## src/rtl/pipeline_hazard_ctrl_pkg.sv

```systemverilog
// Shared types and constants for the pipeline stall/flush controller.
package pipe_ctrl_pkg;

  localparam int unsigned REG_SEL_W = 5;
  localparam logic [REG_SEL_W-1:0] REG_ZERO = 5'd0;

  typedef enum logic [1:0] {
    RUN      = 2'd0,
    MEM_WAIT = 2'd1,
    REDIRECT = 2'd2
  } state_t;

endpackage

```

## src/rtl/pipeline_hazard_ctrl_if.sv

```systemverilog
// Hazard-control bundle between the datapath (master) and the controller (slave).
interface pipeline_hazard_ctrl_if #(
  parameter int unsigned CNT_W = 16
);
  import pipe_ctrl_pkg::*;

  logic [REG_SEL_W-1:0] de_reg_1_sel;
  logic [REG_SEL_W-1:0] de_reg_2_sel;
  logic                 de_reg_1_read;
  logic                 de_reg_2_read;
  logic                 ex_mem_en;
  logic                 ex_mem_wrt;
  logic                 ex_reg_wrt_en;
  logic [REG_SEL_W-1:0] ex_reg_wrt_sel;
  logic                 ex_redirect;
  logic                 mem_req;
  logic                 mem_ready;

  logic                 pc_stall;
  logic                 fede_stall;
  logic                 fede_flush;
  logic                 deex_stall;
  logic                 deex_flush;
  logic                 exme_stall;
  logic                 mewb_flush;
  logic                 mem_timeout;
  logic [CNT_W-1:0]     stall_count;

  modport master (
    output de_reg_1_sel, de_reg_2_sel, de_reg_1_read, de_reg_2_read,
    output ex_mem_en, ex_mem_wrt, ex_reg_wrt_en, ex_reg_wrt_sel, ex_redirect,
    output mem_req, mem_ready,
    input  pc_stall, fede_stall, fede_flush, deex_stall, deex_flush,
    input  exme_stall, mewb_flush, mem_timeout, stall_count
  );

  modport slave (
    input  de_reg_1_sel, de_reg_2_sel, de_reg_1_read, de_reg_2_read,
    input  ex_mem_en, ex_mem_wrt, ex_reg_wrt_en, ex_reg_wrt_sel, ex_redirect,
    input  mem_req, mem_ready,
    output pc_stall, fede_stall, fede_flush, deex_stall, deex_flush,
    output exme_stall, mewb_flush, mem_timeout, stall_count
  );

endinterface

```

## src/rtl/pipeline_hazard_ctrl_load_use_detect.sv

```systemverilog
// Flags a decode-stage read of a register that the load currently in DeEx will write.
module load_use_detect
  import pipe_ctrl_pkg::*;
(
  input  logic [REG_SEL_W-1:0] de_reg_1_sel,
  input  logic [REG_SEL_W-1:0] de_reg_2_sel,
  input  logic                 de_reg_1_read,
  input  logic                 de_reg_2_read,
  input  logic                 ex_mem_en,
  input  logic                 ex_mem_wrt,
  input  logic                 ex_reg_wrt_en,
  input  logic [REG_SEL_W-1:0] ex_reg_wrt_sel,
  output logic                 load_use
);

  logic is_load;
  logic hit_1;
  logic hit_2;

  always_comb begin
    is_load  = ex_mem_en & ~ex_mem_wrt & ex_reg_wrt_en & (ex_reg_wrt_sel != REG_ZERO);
    hit_1    = de_reg_1_read & (de_reg_1_sel == ex_reg_wrt_sel);
    hit_2    = de_reg_2_read & (de_reg_2_sel == ex_reg_wrt_sel);
    load_use = is_load & (hit_1 | hit_2);
  end

endmodule

```

## src/rtl/pipeline_hazard_ctrl.sv

```systemverilog
// Stall/flush controller for FeDe, DeEx, ExMe and MeWb: memory wait > redirect > load-use.
module pipeline_hazard_ctrl
  import pipe_ctrl_pkg::*;
#(
  parameter int unsigned FLUSH_CYCLES = 1,
  parameter int unsigned MAX_MEM_WAIT = 255,
  parameter int unsigned CNT_W        = 16
) (
  input  logic                   clk,
  input  logic                   rst,
  pipeline_hazard_ctrl_if.slave  bus
);

  localparam int unsigned RC_W = (FLUSH_CYCLES > 1) ? $clog2(FLUSH_CYCLES) : 1;
  localparam int unsigned WC_W = $clog2(MAX_MEM_WAIT + 1);

  state_t            state_q, state_d;
  logic [RC_W-1:0]   rcnt_q, rcnt_d;
  logic [WC_W-1:0]   wcnt_q, wcnt_d;
  logic              timeout_q;
  logic              timeout_set;
  logic [CNT_W-1:0]  count_q;

  logic load_use;
  logic mem_block;
  logic eval_run;
  logic pc_stall, fede_stall, fede_flush, deex_stall, deex_flush, exme_stall, mewb_flush;

  load_use_detect u_load_use (
    .de_reg_1_sel   (bus.de_reg_1_sel),
    .de_reg_2_sel   (bus.de_reg_2_sel),
    .de_reg_1_read  (bus.de_reg_1_read),
    .de_reg_2_read  (bus.de_reg_2_read),
    .ex_mem_en      (bus.ex_mem_en),
    .ex_mem_wrt     (bus.ex_mem_wrt),
    .ex_reg_wrt_en  (bus.ex_reg_wrt_en),
    .ex_reg_wrt_sel (bus.ex_reg_wrt_sel),
    .load_use       (load_use)
  );

  always_ff @(posedge clk) begin
    if (rst) begin
      state_q   <= RUN;
      rcnt_q    <= '0;
      wcnt_q    <= '0;
      timeout_q <= 1'b0;
      count_q   <= '0;
    end else begin
      state_q <= state_d;
      rcnt_q  <= rcnt_d;
      wcnt_q  <= wcnt_d;
      if (timeout_set)
        timeout_q <= 1'b1;
      if (pc_stall && (count_q != '1))
        count_q <= count_q + 1'b1;
    end
  end

  always_comb begin
    state_d     = state_q;
    rcnt_d      = rcnt_q;
    wcnt_d      = wcnt_q;
    timeout_set = 1'b0;
    eval_run    = 1'b0;
    pc_stall    = 1'b0;
    fede_stall  = 1'b0;
    fede_flush  = 1'b0;
    deex_stall  = 1'b0;
    deex_flush  = 1'b0;
    exme_stall  = 1'b0;
    mewb_flush  = 1'b0;
    mem_block   = bus.mem_req & ~bus.mem_ready;

    case (state_q)
      RUN: begin
        if (mem_block) begin
          {pc_stall, fede_stall, deex_stall, exme_stall, mewb_flush} = '1;
          state_d = MEM_WAIT;
          wcnt_d  = WC_W'(1);
        end else begin
          eval_run = 1'b1;
        end
      end
      // Completion and timeout both release EX in this cycle, so the held
      // redirect/load-use must be acted on now rather than a cycle later.
      MEM_WAIT: begin
        if (bus.mem_ready) begin
          state_d  = RUN;
          eval_run = 1'b1;
        end else if (wcnt_q >= WC_W'(MAX_MEM_WAIT)) begin
          timeout_set = 1'b1;
          state_d     = RUN;
          eval_run    = 1'b1;
        end else begin
          {pc_stall, fede_stall, deex_stall, exme_stall, mewb_flush} = '1;
          wcnt_d = wcnt_q + 1'b1;
        end
      end
      REDIRECT: begin
        if (mem_block) begin
          {pc_stall, fede_stall, deex_stall, exme_stall, mewb_flush} = '1;
          state_d = MEM_WAIT;
          wcnt_d  = WC_W'(1);
        end else begin
          fede_flush = 1'b1;
          if (rcnt_q <= RC_W'(1))
            state_d = RUN;
          else
            rcnt_d = rcnt_q - 1'b1;
        end
      end
      default: state_d = RUN;
    endcase

    if (eval_run) begin
      if (bus.ex_redirect) begin
        fede_flush = 1'b1;
        deex_flush = 1'b1;
        if (FLUSH_CYCLES > 1) begin
          state_d = REDIRECT;
          rcnt_d  = RC_W'(FLUSH_CYCLES - 1);
        end
      end else if (load_use) begin
        pc_stall   = 1'b1;
        fede_stall = 1'b1;
        deex_flush = 1'b1;
      end
    end

    fede_stall = fede_stall & ~fede_flush;
    deex_stall = deex_stall & ~deex_flush;

    if (rst) begin
      {pc_stall, fede_stall, deex_stall, exme_stall} = '0;
      {fede_flush, deex_flush, mewb_flush}           = '1;
    end
  end

  assign bus.pc_stall    = pc_stall;
  assign bus.fede_stall  = fede_stall;
  assign bus.fede_flush  = fede_flush;
  assign bus.deex_stall  = deex_stall;
  assign bus.deex_flush  = deex_flush;
  assign bus.exme_stall  = exme_stall;
  assign bus.mewb_flush  = mewb_flush;
  assign bus.mem_timeout = timeout_q;
  assign bus.stall_count = count_q;

endmodule

```

## src/flat_wrapper.sv

```systemverilog
// flat-port wrapper written by rule: the top's interface ports become plain ports
module pipeline_hazard_ctrl_flat import pipe_ctrl_pkg::*;
#(
  parameter int unsigned FLUSH_CYCLES = 1,
  parameter int unsigned MAX_MEM_WAIT = 255,
  parameter int unsigned CNT_W        = 16
)
  (clk, rst, bus_de_reg_1_sel, bus_de_reg_2_sel, bus_de_reg_1_read, bus_de_reg_2_read, bus_ex_mem_en, bus_ex_mem_wrt, bus_ex_reg_wrt_en, bus_ex_reg_wrt_sel, bus_ex_redirect, bus_mem_req, bus_mem_ready, bus_pc_stall, bus_fede_stall, bus_fede_flush, bus_deex_stall, bus_deex_flush, bus_exme_stall, bus_mewb_flush, bus_mem_timeout, bus_stall_count);
  pipeline_hazard_ctrl_if #(.CNT_W(CNT_W)) bus_i ();
  input  logic clk;
  input  logic rst;
  input wire logic [$bits(bus_i.de_reg_1_sel)-1:0] bus_de_reg_1_sel;
  input wire logic [$bits(bus_i.de_reg_2_sel)-1:0] bus_de_reg_2_sel;
  input wire logic [$bits(bus_i.de_reg_1_read)-1:0] bus_de_reg_1_read;
  input wire logic [$bits(bus_i.de_reg_2_read)-1:0] bus_de_reg_2_read;
  input wire logic [$bits(bus_i.ex_mem_en)-1:0] bus_ex_mem_en;
  input wire logic [$bits(bus_i.ex_mem_wrt)-1:0] bus_ex_mem_wrt;
  input wire logic [$bits(bus_i.ex_reg_wrt_en)-1:0] bus_ex_reg_wrt_en;
  input wire logic [$bits(bus_i.ex_reg_wrt_sel)-1:0] bus_ex_reg_wrt_sel;
  input wire logic [$bits(bus_i.ex_redirect)-1:0] bus_ex_redirect;
  input wire logic [$bits(bus_i.mem_req)-1:0] bus_mem_req;
  input wire logic [$bits(bus_i.mem_ready)-1:0] bus_mem_ready;
  output wire logic [$bits(bus_i.pc_stall)-1:0] bus_pc_stall;
  output wire logic [$bits(bus_i.fede_stall)-1:0] bus_fede_stall;
  output wire logic [$bits(bus_i.fede_flush)-1:0] bus_fede_flush;
  output wire logic [$bits(bus_i.deex_stall)-1:0] bus_deex_stall;
  output wire logic [$bits(bus_i.deex_flush)-1:0] bus_deex_flush;
  output wire logic [$bits(bus_i.exme_stall)-1:0] bus_exme_stall;
  output wire logic [$bits(bus_i.mewb_flush)-1:0] bus_mewb_flush;
  output wire logic [$bits(bus_i.mem_timeout)-1:0] bus_mem_timeout;
  output wire logic [$bits(bus_i.stall_count)-1:0] bus_stall_count;
  assign bus_i.de_reg_1_sel = bus_de_reg_1_sel;
  assign bus_i.de_reg_2_sel = bus_de_reg_2_sel;
  assign bus_i.de_reg_1_read = bus_de_reg_1_read;
  assign bus_i.de_reg_2_read = bus_de_reg_2_read;
  assign bus_i.ex_mem_en = bus_ex_mem_en;
  assign bus_i.ex_mem_wrt = bus_ex_mem_wrt;
  assign bus_i.ex_reg_wrt_en = bus_ex_reg_wrt_en;
  assign bus_i.ex_reg_wrt_sel = bus_ex_reg_wrt_sel;
  assign bus_i.ex_redirect = bus_ex_redirect;
  assign bus_i.mem_req = bus_mem_req;
  assign bus_i.mem_ready = bus_mem_ready;
  assign bus_pc_stall = bus_i.pc_stall;
  assign bus_fede_stall = bus_i.fede_stall;
  assign bus_fede_flush = bus_i.fede_flush;
  assign bus_deex_stall = bus_i.deex_stall;
  assign bus_deex_flush = bus_i.deex_flush;
  assign bus_exme_stall = bus_i.exme_stall;
  assign bus_mewb_flush = bus_i.mewb_flush;
  assign bus_mem_timeout = bus_i.mem_timeout;
  assign bus_stall_count = bus_i.stall_count;
  pipeline_hazard_ctrl #(.FLUSH_CYCLES(FLUSH_CYCLES), .MAX_MEM_WAIT(MAX_MEM_WAIT), .CNT_W(CNT_W)) u_core (.clk(clk), .rst(rst), .bus(bus_i));
endmodule
```

## config.mk

```make
export PLATFORM = sky130hd
export DESIGN_NAME = pipeline_hazard_ctrl_flat
export DESIGN_NICKNAME = d
export VERILOG_FILES = /design/src/rtl/pipeline_hazard_ctrl_pkg.sv /design/src/rtl/pipeline_hazard_ctrl_if.sv /design/src/rtl/pipeline_hazard_ctrl_load_use_detect.sv /design/src/rtl/pipeline_hazard_ctrl.sv /design/src/flat_wrapper.sv
export SDC_FILE = /design/constraint.sdc
export NUM_CORES = 1
export LEC_CHECK = 0
export CAP_MARGIN = 30
export CELL_PAD_IN_SITES_DETAIL_PLACEMENT = 0
export CELL_PAD_IN_SITES_GLOBAL_PLACEMENT = 1
export CORE_ASPECT_RATIO = 0.8
export CORE_MARGIN = 1.5
export CORE_UTILIZATION = 30
export DETAILED_ROUTE_END_ITERATION = 10
export PLACE_DENSITY = 0.84
export SYNTH_ARGS = -nofsm -noshare
export SYNTH_HDL_FRONTEND = slang
export SYNTH_SLANG_ARGS = --single-unit
export TNS_END_PERCENT = 5
```

## constraint.sdc

```tcl
create_clock -name clk -period 2.6 [get_ports clk]
set_clock_uncertainty 0.1 [all_clocks]
set_input_delay 0.39 -clock clk [delete_from_list [all_inputs] [get_ports clk]]
set_output_delay 0.39 -clock clk [all_outputs]
set_load 0.01 [all_outputs]
```

# Yosys cells after proc, flatten, opt, wreduce, memory -nomap -nowiden
# Cells that the tools add are included.
dict set report word_totals {
  register_bits 28
  elab_cells 81
  out_inout_bits 24
  in_bits 25
}
dict set report op_classes {
  muxes 36
  n_addsub 3
  n_lt_le_gt_ge 2
  n_reduce_logical 8
  bitwise_logic 16
  n_eq_ne 11
}
# op n
set op_table {}
lappend op_table {{2-to-1 mux 1 bit} 24}
lappend op_table {{2-to-1 mux 8 bit} 3}
lappend op_table {{adder 16 x 1 -> 16 bit, second input constant} 1}
lappend op_table {{!= test 16 bit, second input constant} 1}
lappend op_table {{case mux 8 bit (2 select lines)} 1}
lappend op_table {{== test 5 bit} 2}
lappend op_table {{2-to-1 mux 2 bit} 5}
lappend op_table {{bitwise AND 1 bit} 9}
lappend op_table {{adder 8 x 1 -> 8 bit, second input constant} 1}
lappend op_table {{greater-or-equal comparator 8 bit, second input constant} 1}
lappend op_table {{inverter 1 bit} 6}
lappend op_table {{case mux 2 bit (3 select lines)} 1}
lappend op_table {{AND reduction 3 bit} 2}
lappend op_table {{nonzero test 5 bit} 1}
lappend op_table {{!= test 2 x 1 -> 1 bit, second input constant} 2}
lappend op_table {{!= test 2 bit, second input constant} 2}
lappend op_table {{case mux 1 bit (2 select lines)} 2}
lappend op_table {{AND reduction 4 bit} 1}
lappend op_table {{!= test 3 x 1 -> 1 bit, second input constant} 1}
lappend op_table {{!= test 3 x 2 -> 1 bit, second input constant} 1}
lappend op_table {{== test 2 x 1 -> 1 bit, second input constant} 1}
lappend op_table {{== test 2 bit, second input constant} 1}
lappend op_table {{zero test 2 bit} 1}
lappend op_table {{nonzero test 2 bit} 1}
lappend op_table {{other kinds (5)} 5}

# Depth between registers and ports, before layout
# Gate-level depths: netlist of the first run.
dict set report logic_depth {
  depth_word 11
  depth_mapped 9
  depth_no_buf 7
}

# Modules after synthesis
# From an unflattened synthesis of the first run, not the netlist that was laid out.
dict set report hier_totals {
  hier_cells 183
  hier_area_um2 1496.4
}
# module n_inst seq_area_each_um2 cells_each area_per_inst_um2
set by_module_without_submodules {}
lappend by_module_without_submodules {pipeline_hazard_ctrl 1 520.5 164 1355.0}
lappend by_module_without_submodules {load_use_detect 1 0.0 19 141.4}

# Worst setup path after synthesis of the first run
# Ideal clock, no wire load.
dict set report synth_timing {
  path_kind {reg2reg}
  from {register u_core.wcnt_q[0]}
  to {register u_core.count_q[14] (netlist: u_core.bus.stall_count[14])}
  setup_ns 0.070
  path_stages_with_launch 9
  path_buffers 1
  path_slack_ns 0.462
  arrival_time_ns 1.968
  path_cell_list {dfxtp_1 ha_1 and3_4 a31o_4 nor3_2 a21oi_2 buf_6 or4_1 a21oi_1}
}
dict set report synth_between {
  elab_chain_cells 9
  elab_cells_between_ends 12
}
# item line_no
set synth_rtl {}
lappend synth_rtl {{start, declared} pipeline_hazard_ctrl.sv:19} ;# logic [WC_W-1:0] wcnt_q, wcnt_d;
lappend synth_rtl {{start signal, assigned} pipeline_hazard_ctrl.sv:51} ;# wcnt_q <= wcnt_d;
lappend synth_rtl {{greater-or-equal comparator 8 bit *} pipeline_hazard_ctrl.sv:90} ;# end else if (wcnt_q >= WC_W'(MAX_MEM_WAIT)) begin
lappend synth_rtl {{2-to-1 mux 1 bit} pipeline_hazard_ctrl.sv:90}
lappend synth_rtl {{2-to-1 mux 1 bit} pipeline_hazard_ctrl.sv:87} ;# if (bus.mem_ready) begin
lappend synth_rtl {{case mux 1 bit (2 select lines)} pipeline_hazard_ctrl.sv:74} ;# case (state_q)
lappend synth_rtl {{2-to-1 mux 1 bit} pipeline_hazard_ctrl.sv:123} ;# end else if (load_use) begin
lappend synth_rtl {{2-to-1 mux 1 bit} pipeline_hazard_ctrl.sv:116} ;# if (bus.ex_redirect) begin
lappend synth_rtl {{2-to-1 mux 1 bit *} pipeline_hazard_ctrl.sv:115} ;# if (eval_run) begin
lappend synth_rtl {{2-to-1 mux 1 bit *} pipeline_hazard_ctrl.sv:133} ;# if (rst) begin
lappend synth_rtl {{logical AND 1 bit *} pipeline_hazard_ctrl.sv:54} ;# if (pc_stall && (count_q != '1))
lappend synth_rtl {{end signal, assigned} pipeline_hazard_ctrl.sv:55} ;# count_q <= count_q + 1'b1;
lappend synth_rtl {{end, declared} pipeline_hazard_ctrl.sv:22} ;# logic [CNT_W-1:0] count_q;
# Mark *: on every way between the ends. The rest lies on a longest branch, timed or not.
# A chain may end at the register's enable or synchronous reset.

# Worst setup path in the final report of the first run
dict set report layout_timing {
  from {register u_core.wcnt_q[0]}
  to {output bus_mewb_flush}
}
dict set report layout_between {
  elab_chain_cells 5
}
# item line_no
set layout_rtl {}
lappend layout_rtl {{greater-or-equal comparator 8 bit} pipeline_hazard_ctrl.sv:90}
lappend layout_rtl {{2-to-1 mux 1 bit} pipeline_hazard_ctrl.sv:90}
lappend layout_rtl {{2-to-1 mux 1 bit} pipeline_hazard_ctrl.sv:87}
lappend layout_rtl {{case mux 1 bit (2 select lines)} pipeline_hazard_ctrl.sv:74}
lappend layout_rtl {{2-to-1 mux 1 bit} pipeline_hazard_ctrl.sv:133}
lappend layout_rtl {{end, declared} flat_wrapper.sv:29} ;# output wire logic [$bits(bus_i.mewb_flush)-1:0] bus_mewb_flush;
# No other way between the ends.

==> impl_metrics.ini, run 1 <==
[placement]
dp_cells = 292
post-place-ws_ns = -0.1830
hpwl_mm = 2.616
gp_congestion = 0.7643
numPortBuffers = 48

[route]
drc = 0
wl_mm = 3.435
firstDrtPassIters = 4
postRouteAntennaNets = 0
wl_per_cell_um = 11.64
vias = 1446
via_per_inst = 4.902
dr.first_iter.drc_count = 69

[final_layout]
finalNetCount = 264
multi_input_comb_area_um2 = 869.6
regArea_um2 = 523.0
drive_gt1_share_pct = 12.77
fillers = 471
syn2layout_area_growth_pct = 50.40
stdcell_count = 295
antenna-diode-count = 0

[timing]
worst_slew_pin_slew_ns = 0.7319
hold_slack_ns = 0.3731
max_slew_margin_pct = 50.79
setup-tns-final_ns = 0
drv_slew = 0
fin_crit_sh_pct = 95.93
setup_viol = 0
rsz0062_at_grt = no
finalHoldViolations = 0
setup_slack_ns = 0.1057
timing.final.crit_period_ns = 2.494
fmax_mhz = 400.9

[hold_path]
hold_path.class = flop to flop
min_from = u_core.bus.mem_timeout

[clock_network]
cts_tree = done
clkLatencyLatePin_ns = 0.27
cts_max_level = 1
cts.sinks = 26
post_cts_buffers = 0
hold_buffers = 0
numCtsBuffers = 3
path_clk_slew_ns = 0.08
clock_path_buffers = 2
cts_root_buf = clkbuf_8

[grt]
antenna_found_initial = 0
grtUsageTotal_pct = 14.04
overflow = 0
grt_first_pass_wirelength_mm = 5.733
grt_pass1_vias = 1270
grt_max_degree = 26

[synthesis]
avgSynthCellArea_um2 = 8.144
ys_warn_count = 0
syn_area_um2 = 1425
post_synth_num_cell_types = 38
synth_top_area_share_pct = 36.52
yosysSeqAreaShare_pct = 36.52
synth-seq-cells = 26
synth_nets = 202
synth_top_area_cell = dfxtp_1
synthCells = 175
ys_top_cells_by_area = dfxtp_1 37%, xnor2_1 6.1%, a21oi_1 6.0%, or3_1 4.8%, nand2_1 4.7%

[power_and_ir_drop]
power_mw = 0.7590
p_leak_nw = 0.7641
peakVddDrop_mv = 0.1631
power.density_nw_per_um2 = 354.1

[job]
max_cap_viol_count = 0

[die]
rows = 22
coreArea_um2 = 4569
fp.dieW_um = 80.06
initial_core_util_pct = 31.19
die_h_um = 64.65
die_area_um2 = 5175
num_io_pins = 49

[critical_path]
required_ns = 2.11
end_kind = primary output
critPathKind = flop to primary output
cp-startpoint = u_core.wcnt_q[0]
startpoint_type = flop
reg2reg_from = u_core.wcnt_q[0]
cp_max_fo = 5
regToRegSetupSlack_ns = 0.25
worstPathArrival_ns = 2.00

[outcome]
outcome = finished clean
==> where the power goes <==
part	leakage (nW)	internal (mW)	switching (mW)
clock	0.0216	0.104	0.120
combinational	0.532	0.0775	0.0515
sequential	0.211	0.402	0.00478
total	0.764	0.583	0.176
==> state kept, by name, indices dropped and copies added (netlist names) <==
signal	count
u_core.bus.mem_timeout	1
u_core.wcnt_q	8
u_core.bus.stall_count	16
u_core.state_q	1
==> area by class of cell <==
cell class,instances,share of cell area (%)
multi-input cells,137,40.57
repair buffers,63,28.55
flip-flops and latches,26,24.40
well taps,60,3.503
clock buffers,3,1.926
inverters,6,1.051
==> worst paths after layout <==
check / end / cells past startpoint
hold / removal: u_core.bus.mem_timeout / 2
setup reg to reg: u_core.bus.stall_count[14] / 9
hold reg to reg: u_core.bus.mem_timeout / 2
setup / recovery: bus_mewb_flush / 6
==> cells in the final DEF, fill, tap and decap left out, types with 3 or more instances in the layout <==
cell type        Yosys  final
nor4_1               3      3
xnor2_1             10     10
o21ai_1              7      6
nand2_1             18     18
clkbuf_8             0      3
dlymetal6s2s_1       0      4
o31ai_1              5      5
or3_1               11     11
or4_1                5      5
clkdlybuf4s50_1      0     41
a21oi_1             17     17
nand3_1              8      8
nand4_1              8      8
buf_4                1     14
inv_1                6      6
o21ai_0              5      5
dlygate4sd2_1        0      3
xor2_1               5      5
dfxtp_1             26     24
nor2_1              13     12
==> logic make-up (layout without fill, tap and decap cells) <==
group,after synthesis,after routing,synth area share [%]
AND/OR/NAND/NOR,73,73,27.75
multiplexers,1,1,0.7024
adder cells (fa/ha/maj),2,2,1.756
XOR/XNOR,15,15,9.218
AO/OA/AOI/OAI,46,46,20.02
flip-flops,26,26,36.52
buffers and inverters,12,72,4.038
==> critical path, stage by stage (launching register included) <==
cell and delay, ns:
dfxtp_2 0.35, ha_2 0.21, and3_4 0.19, a31o_4 0.25, buf_4 0.15, nand2_1 0.06
clkdlybuf4s50_1 0.52
==> stage by stage <==
step | cell area (um^2) | utilization (%)
after CTS | 2128 | 46.58
after global routing | 2143 | 46.91
after global placement | 2071 | 45.32
after detailed placement | 2071 | 45.32
final | 2143 | 46.91
after floorplan | 1425 | -
==> per-layer routing <==
metal / GRT usage, % / part of all wire, % / vias up
li1: - / - / 767
met1: 18.81 / 51 / 632
met2: 22.06 / 42 / 43
met3: 2.535 / 6.1 / 4
met4: 5.819 / 1.5 / 0
met5: 0 / 0 / -
==> Yosys cell counts, drive strengths merged <==
master,n
o21a,1
buf,3
o22ai,1
xnor2,10
o31a,1
or4,5
o311ai,1
o21bai,2
o31ai,5
xor2,5
ha,2
mux2i,1
nand4,8
or3,11
a31o,1
and3b,1
a21oi,18
o21ai,12
nor4,3
a31oi,2
and4,1
clkbuf,3
nand3,8
nor3,1
and3,2
o41ai,1
or4b,1
a41oi,1
nand2,18
nor2,13
nand2b,1
dfxtp,26
inv,6
==> what timing repair did <==
| action | CTS | global route |
|---|---|---|
| gates resized for setup | 7 | 7 |
| pin swaps | 0 | 0 |
| setup endpoints to repair | 5 | 7 |
(Power assumes the default switching activity.)
==> run 2, diff against run 1 <==
--- a/config.mk
+++ b/config.mk
@@ -13,6 +13,8 @@
 export CORE_UTILIZATION = 30
 export DETAILED_ROUTE_END_ITERATION = 10
 export PLACE_DENSITY = 0.84
+export REMOVE_ABC_BUFFERS = 1
+export SLEW_MARGIN = 10
 export SYNTH_ARGS = -nofsm -noshare
 export SYNTH_HDL_FRONTEND = slang
 export SYNTH_SLANG_ARGS = --single-unit
==> impl_metrics.ini, run 2 (synthesized netlist as in run 1, its figures left out) <==
[timing]
fin_crit_sh_pct = 98.93
setup_viol = 0
fmax_mhz = 388.8
rsz0062_at_grt = yes
finalHoldViolations = 0
drv_slew = 0
max_slew_margin_pct = 72.72
worst_slew_pin_slew_ns = 0.4081
setup-tns-final_ns = 0
timing.final.crit_period_ns = 2.572

[die]
rows = 22
die_area_um2 = 5175
num_io_pins = 49
die_h_um = 64.65
fp.dieW_um = 80.06
initial_core_util_pct = 31.19
coreArea_um2 = 4569

[clock_network]
cts.sinks = 26
numCtsBuffers = 3
cts_tree = done
cts_max_level = 1
clkLatencyLatePin_ns = 0.28
post_cts_buffers = 0
cts_root_buf = clkbuf_8
clock_path_buffers = 2
hold_buffers = 0
path_clk_slew_ns = 0.09

[placement]
gp_congestion = 0.7599
numPortBuffers = 48
placed_area_um2 = 2071
hpwl_mm = 2.622
dp_cells = 292

[critical_path]
end_kind = primary output
cp_max_fo = 5
reg2reg_depth = 9
critPathKind = flop to primary output
worstPathArrival_ns = 2.08
regToRegSetupSlack_ns = 0.27
required_ns = 2.11
slowest_delay_ns = 0.53
reg2reg_from = u_core.wcnt_q[0]
startpoint_type = flop
cp_cell_sequence = ha_2, and3_4, a31o_4, nor2_1, buf_4, clkdlybuf4s50_1
critical_path.slowest_cell = clkdlybuf4s50_1
r2r_end = u_core.bus.stall_count[14]

[power_and_ir_drop]
power.density_nw_per_um2 = 374.4
p_leak_nw = 0.7559
sequentialPowerShare_pct = 50.4
peakVddDrop_mv = 0.1758
clockPowerShare_pct = 33.6
pwr-share-comb_pct = 16.0
switchingPower_mw = 0.1901
internal_power_mw = 0.6156
swShare_pct = 23.60

[final_layout]
postLayoutCellArea_um2 = 2152
stdcell_count = 296
largest_register_ffs = 16
final_common_cell = clkdlybuf4s50_1
antenna-diode-count = 0
layout_common_cells = 42 x clkdlybuf4s50_1, 24 x dfxtp_1, 18 x nand2_1
finalNetCount = 264
syn2layout_area_growth_pct = 51.01
drive_gt1_share_pct = 12.71

[grt]
grt_first_pass_wirelength_mm = 5.775
overflow = 0
grt_max_degree = 29
antenna_found_initial = 0
grt_pass1_vias = 1285
grtUsageTotal_pct = 13.94

[route]
wl_mm = 3.443
vias = 1505
dr.first_iter.drc_count = 82
drc = 0
postRouteAntennaNets = 0
wl_per_cell_um = 11.63
firstDrtPassIters = 6
via_per_inst = 5.084

[hold_path]
whs_endpoint = u_core.wcnt_q[1]
holdPathStages = 2
hold_path.class = flop to flop
min_from = u_core.wcnt_q[1]

[job]
max_cap_viol_count = 0

[outcome]
outcome = finished clean
## run 2: power by group through the flow
stage | logic (mW) | registers [mW] | clock network, mW
after floorplan | 0.0441 | 0.415 | 0
after global routing | 0.141 | 0.407 | 0.286
after detailed placement | 0.129 | 0.415 | 0
final | 0.129 | 0.406 | 0.271
after global placement | 0.129 | 0.415 | 0
after CTS | 0.131 | 0.406 | 0.272
## run 2: critical path, delay by kind of cell, from the launching register on
kind	cells	cell delay, ns
AND/OR/NAND/NOR	2	0.33
AO/OA/AOI/OAI	1	0.25
flip-flops	1	0.35
adder cells (fa/ha/maj)	1	0.21
buffers and inverters	2	0.66
## run 2: layer usage
layer / vias up / GRT usage, % / share of wire (%)
met4: 0 / 5.172 / 1.6
met2: 41 / 21.64 / 43
li1: 768 / - / -
met1: 691 / 19.30 / 49
met5: - / 0 / 0
met3: 5 / 2.254 / 5.8
## run 2: repair_timing
| action | 4_1_cts | 5_1_grt |
|---|---|---|
| setup endpoints to repair | 5 | 6 |
| gates resized for setup | 7 | 5 |
| pin swaps | 0 | 0 |
## run 2: stage by stage
stage / util (%) / power [mW] / hold slack [ns] / setup slack, ns
4_1_cts: 46.88 / 0.8085 / 0.3944 / 0.005801
3_3_place_gp: 45.32 / 0.5436 / 0.3694 / -0.1443
3_5_place_dp: 45.32 / 0.5445 / 0.3784 / -0.1996
2_1_floorplan: - / 0.4591 / 0.3561 / 0.3365
6_report: 47.10 / 0.8057 / 0.3828 / 0.02791
5_1_grt: 47.10 / 0.8349 / 0.4187 / -0.03461
## run 2: cell type report
| type | count | area [um^2] |
|---|---|---|
| repair buffers | 63 | 609.3 |
| multi-input cells | 137 | 867.1 |
| flip-flops and latches | 26 | 523.0 |
| inverters | 6 | 22.52 |
| clock buffers | 4 | 55.05 |
| fillers | 469 | 2417 |
| well taps | 60 | 75.07 |
## run 2: how the worst max path moves through the flow
stage / start / endpoint / slack (ns) / cells past startpoint
floorplan: u_core.bus.stall_count[0] / u_core.bus.stall_count[1] / 0.34 / 7
global placement: bus_ex_reg_wrt_sel[2] / bus_deex_flush / -0.14 / 6
detailed placement: bus_ex_reg_wrt_sel[1] / bus_deex_flush / -0.20 / 6
CTS: u_core.wcnt_q[0] / bus_exme_stall / 0.006 / 6
global route: u_core.wcnt_q[0] / bus_exme_stall / -0.03 / 6
finish: u_core.wcnt_q[0] / bus_exme_stall / 0.03 / 6
==> run 3, diff against run 2 <==
--- a/config.mk
+++ b/config.mk
@@ -10,9 +10,10 @@
 export CELL_PAD_IN_SITES_GLOBAL_PLACEMENT = 1
 export CORE_ASPECT_RATIO = 0.8
 export CORE_MARGIN = 1.5
-export CORE_UTILIZATION = 30
+export CORE_UTILIZATION = 32
 export DETAILED_ROUTE_END_ITERATION = 10
-export PLACE_DENSITY = 0.84
+export GPL_ROUTABILITY_DRIVEN = 0
+export PLACE_DENSITY = 0.88
 export REMOVE_ABC_BUFFERS = 1
 export SLEW_MARGIN = 10
 export SYNTH_ARGS = -nofsm -noshare
==> impl_metrics.ini, run 3 (synthesized netlist as in run 1, its figures left out) <==
[clock_network]
clock_path_buffers = 2
cts_root_buf = clkbuf_8
clkLatencyLatePin_ns = 0.27
cts_tree = done
cts_max_level = 1
numCtsBuffers = 3
path_clk_slew_ns = 0.09
cts.sinks = 26

[grt]
grtUsageTotal_pct = 15.21
grt_first_pass_wirelength_mm = 6.161
antenna_found_initial = 0
grt_max_degree = 24
grt_pass1_vias = 1445
overflow = 0

[route]
wl_per_cell_um = 11.97
dr.first_iter.drc_count = 71
postRouteAntennaNets = 0
wl_mm = 3.520
via_per_inst = 5.095
firstDrtPassIters = 4
vias = 1498
drc = 0

[power_and_ir_drop]
p_leak_nw = 0.7529
peakVddDrop_mv = 0.2160
power.density_nw_per_um2 = 402.7
power_mw = 0.8742

[die]
die_area_um2 = 4865
coreArea_um2 = 4230
die_h_um = 62.69
initial_core_util_pct = 33.69
fp.dieW_um = 77.61
rows = 21
num_io_pins = 49

[timing]
rsz0062_at_grt = yes
fin_crit_sh_pct = 97.15
fmax_mhz = 395.9
finalHoldViolations = 0
max_slew_margin_pct = 70.03
setup_viol = 0
drv_slew = 0
timing.final.crit_period_ns = 2.526
worst_slew_pin_slew_ns = 0.4482

[final_layout]
layout_common_cells = 42 x clkdlybuf4s50_1, 25 x dfxtp_1, 18 x nand2_1
regArea_um2 = 521.8
final_common_cell = clkdlybuf4s50_1
utilization_pct = 51.32
antenna-diode-count = 0
drive_gt1_share_pct = 13.08
finalNetCount = 265
syn2layout_area_growth_pct = 52.33
multi_input_comb_area_um2 = 870.8
largest_register_ffs = 16
fillers = 397

[placement]
hpwl_mm = 2.612
numPortBuffers = 48

[critical_path]
startpoint_type = input pin
required_ns = 2.11
critical_path.slowest_cell = or4_4
critPathKind = input pin to primary output
worstPathArrival_ns = 2.04
cp_max_fo = 3
cp_cell_sequence = clkdlybuf4s50_1, or4_4, o21ai_2, nand2b_4, o21bai_1, dlygate4sd2_1
slowest_delay_ns = 0.54
end_kind = primary output

[outcome]
outcome = finished clean

[job]
max_cap_viol_count = 0

[hold_path]
hold_path.class = flop to flop
## run 3: changes by cell type in the layout (fill, tap and decap cells not counted), sizes merged
| cell | change |
|---|---|
| bufinv | +1 |
| dlygate4sd2 | +1 |
| buf | +1 |
| dlymetal6s2s | -1 |
| clkbuf | -1 |
## run 3: stage by stage
stage               worst slack [ns]   TNS [ns]  area (um^2)  hold WS (ns)  cells
floorplan                     0.3365          0         1390        0.3561    169
global placement             -0.1562    -0.4969         2074        0.3611    290
detailed placement           -0.1996    -0.9332         2074        0.3731    290
CTS                         0.008934          0         2162        0.3899    294
global route               -0.008006  -0.008006         2171        0.4188    294
finish                       0.07411          0         2171        0.3815    294
## run 3: layer usage
layer / GRT usage, % / up-vias / wire length [um]
met5: 0 / - / 0
met4: 5.682 / 0 / 42
met3: 2.482 / 4 / 203
met2: 23.80 / 52 / 1514
met1: 20.89 / 676 / 1759
li1: - / 766 / -
## run 3: power breakdown
group          internal [mW]  total (mW)  switching, mW
combinational         0.0788       0.130         0.0516
clock                  0.206       0.338          0.132
sequential             0.402       0.406        0.00456
## run 3: what timing repair did
item,4_1_cts,5_1_grt
cloned,0,0
setup endpoints to repair,4,5
buffers inserted,0,0
resized for setup,8,4
hold buffers,0,0
## run 3: final cells by class
class | count | area share (%)
inverters | 6 | 1.037
well taps | 57 | 3.285
flip-flops and latches | 26 | 24.03
multi-input cells | 137 | 40.12
repair buffers | 64 | 28.24
clock inverters | 1 | 1.383
clock buffers | 3 | 1.902
## run 3: final timing paths
kind / from / endpoint / slack, ns / cells past startpoint
max: bus_ex_reg_wrt_sel[2] / bus_deex_flush / 0.07 / 6
min: u_core.bus.mem_timeout / u_core.bus.mem_timeout / 0.38 / 2
max reg2reg: u_core.wcnt_q[1] / u_core.bus.stall_count[10] / 0.24 / 9
min reg2reg: u_core.bus.mem_timeout / u_core.bus.mem_timeout / 0.38 / 2
## run 3: critical path: cells and delay by family
family / cells / cell delay (ns)
and+or+nand+nor: 2 / 0.69
buffers and inverters: 2 / 0.75
AOI/OAI and AO/OA: 2 / 0.21
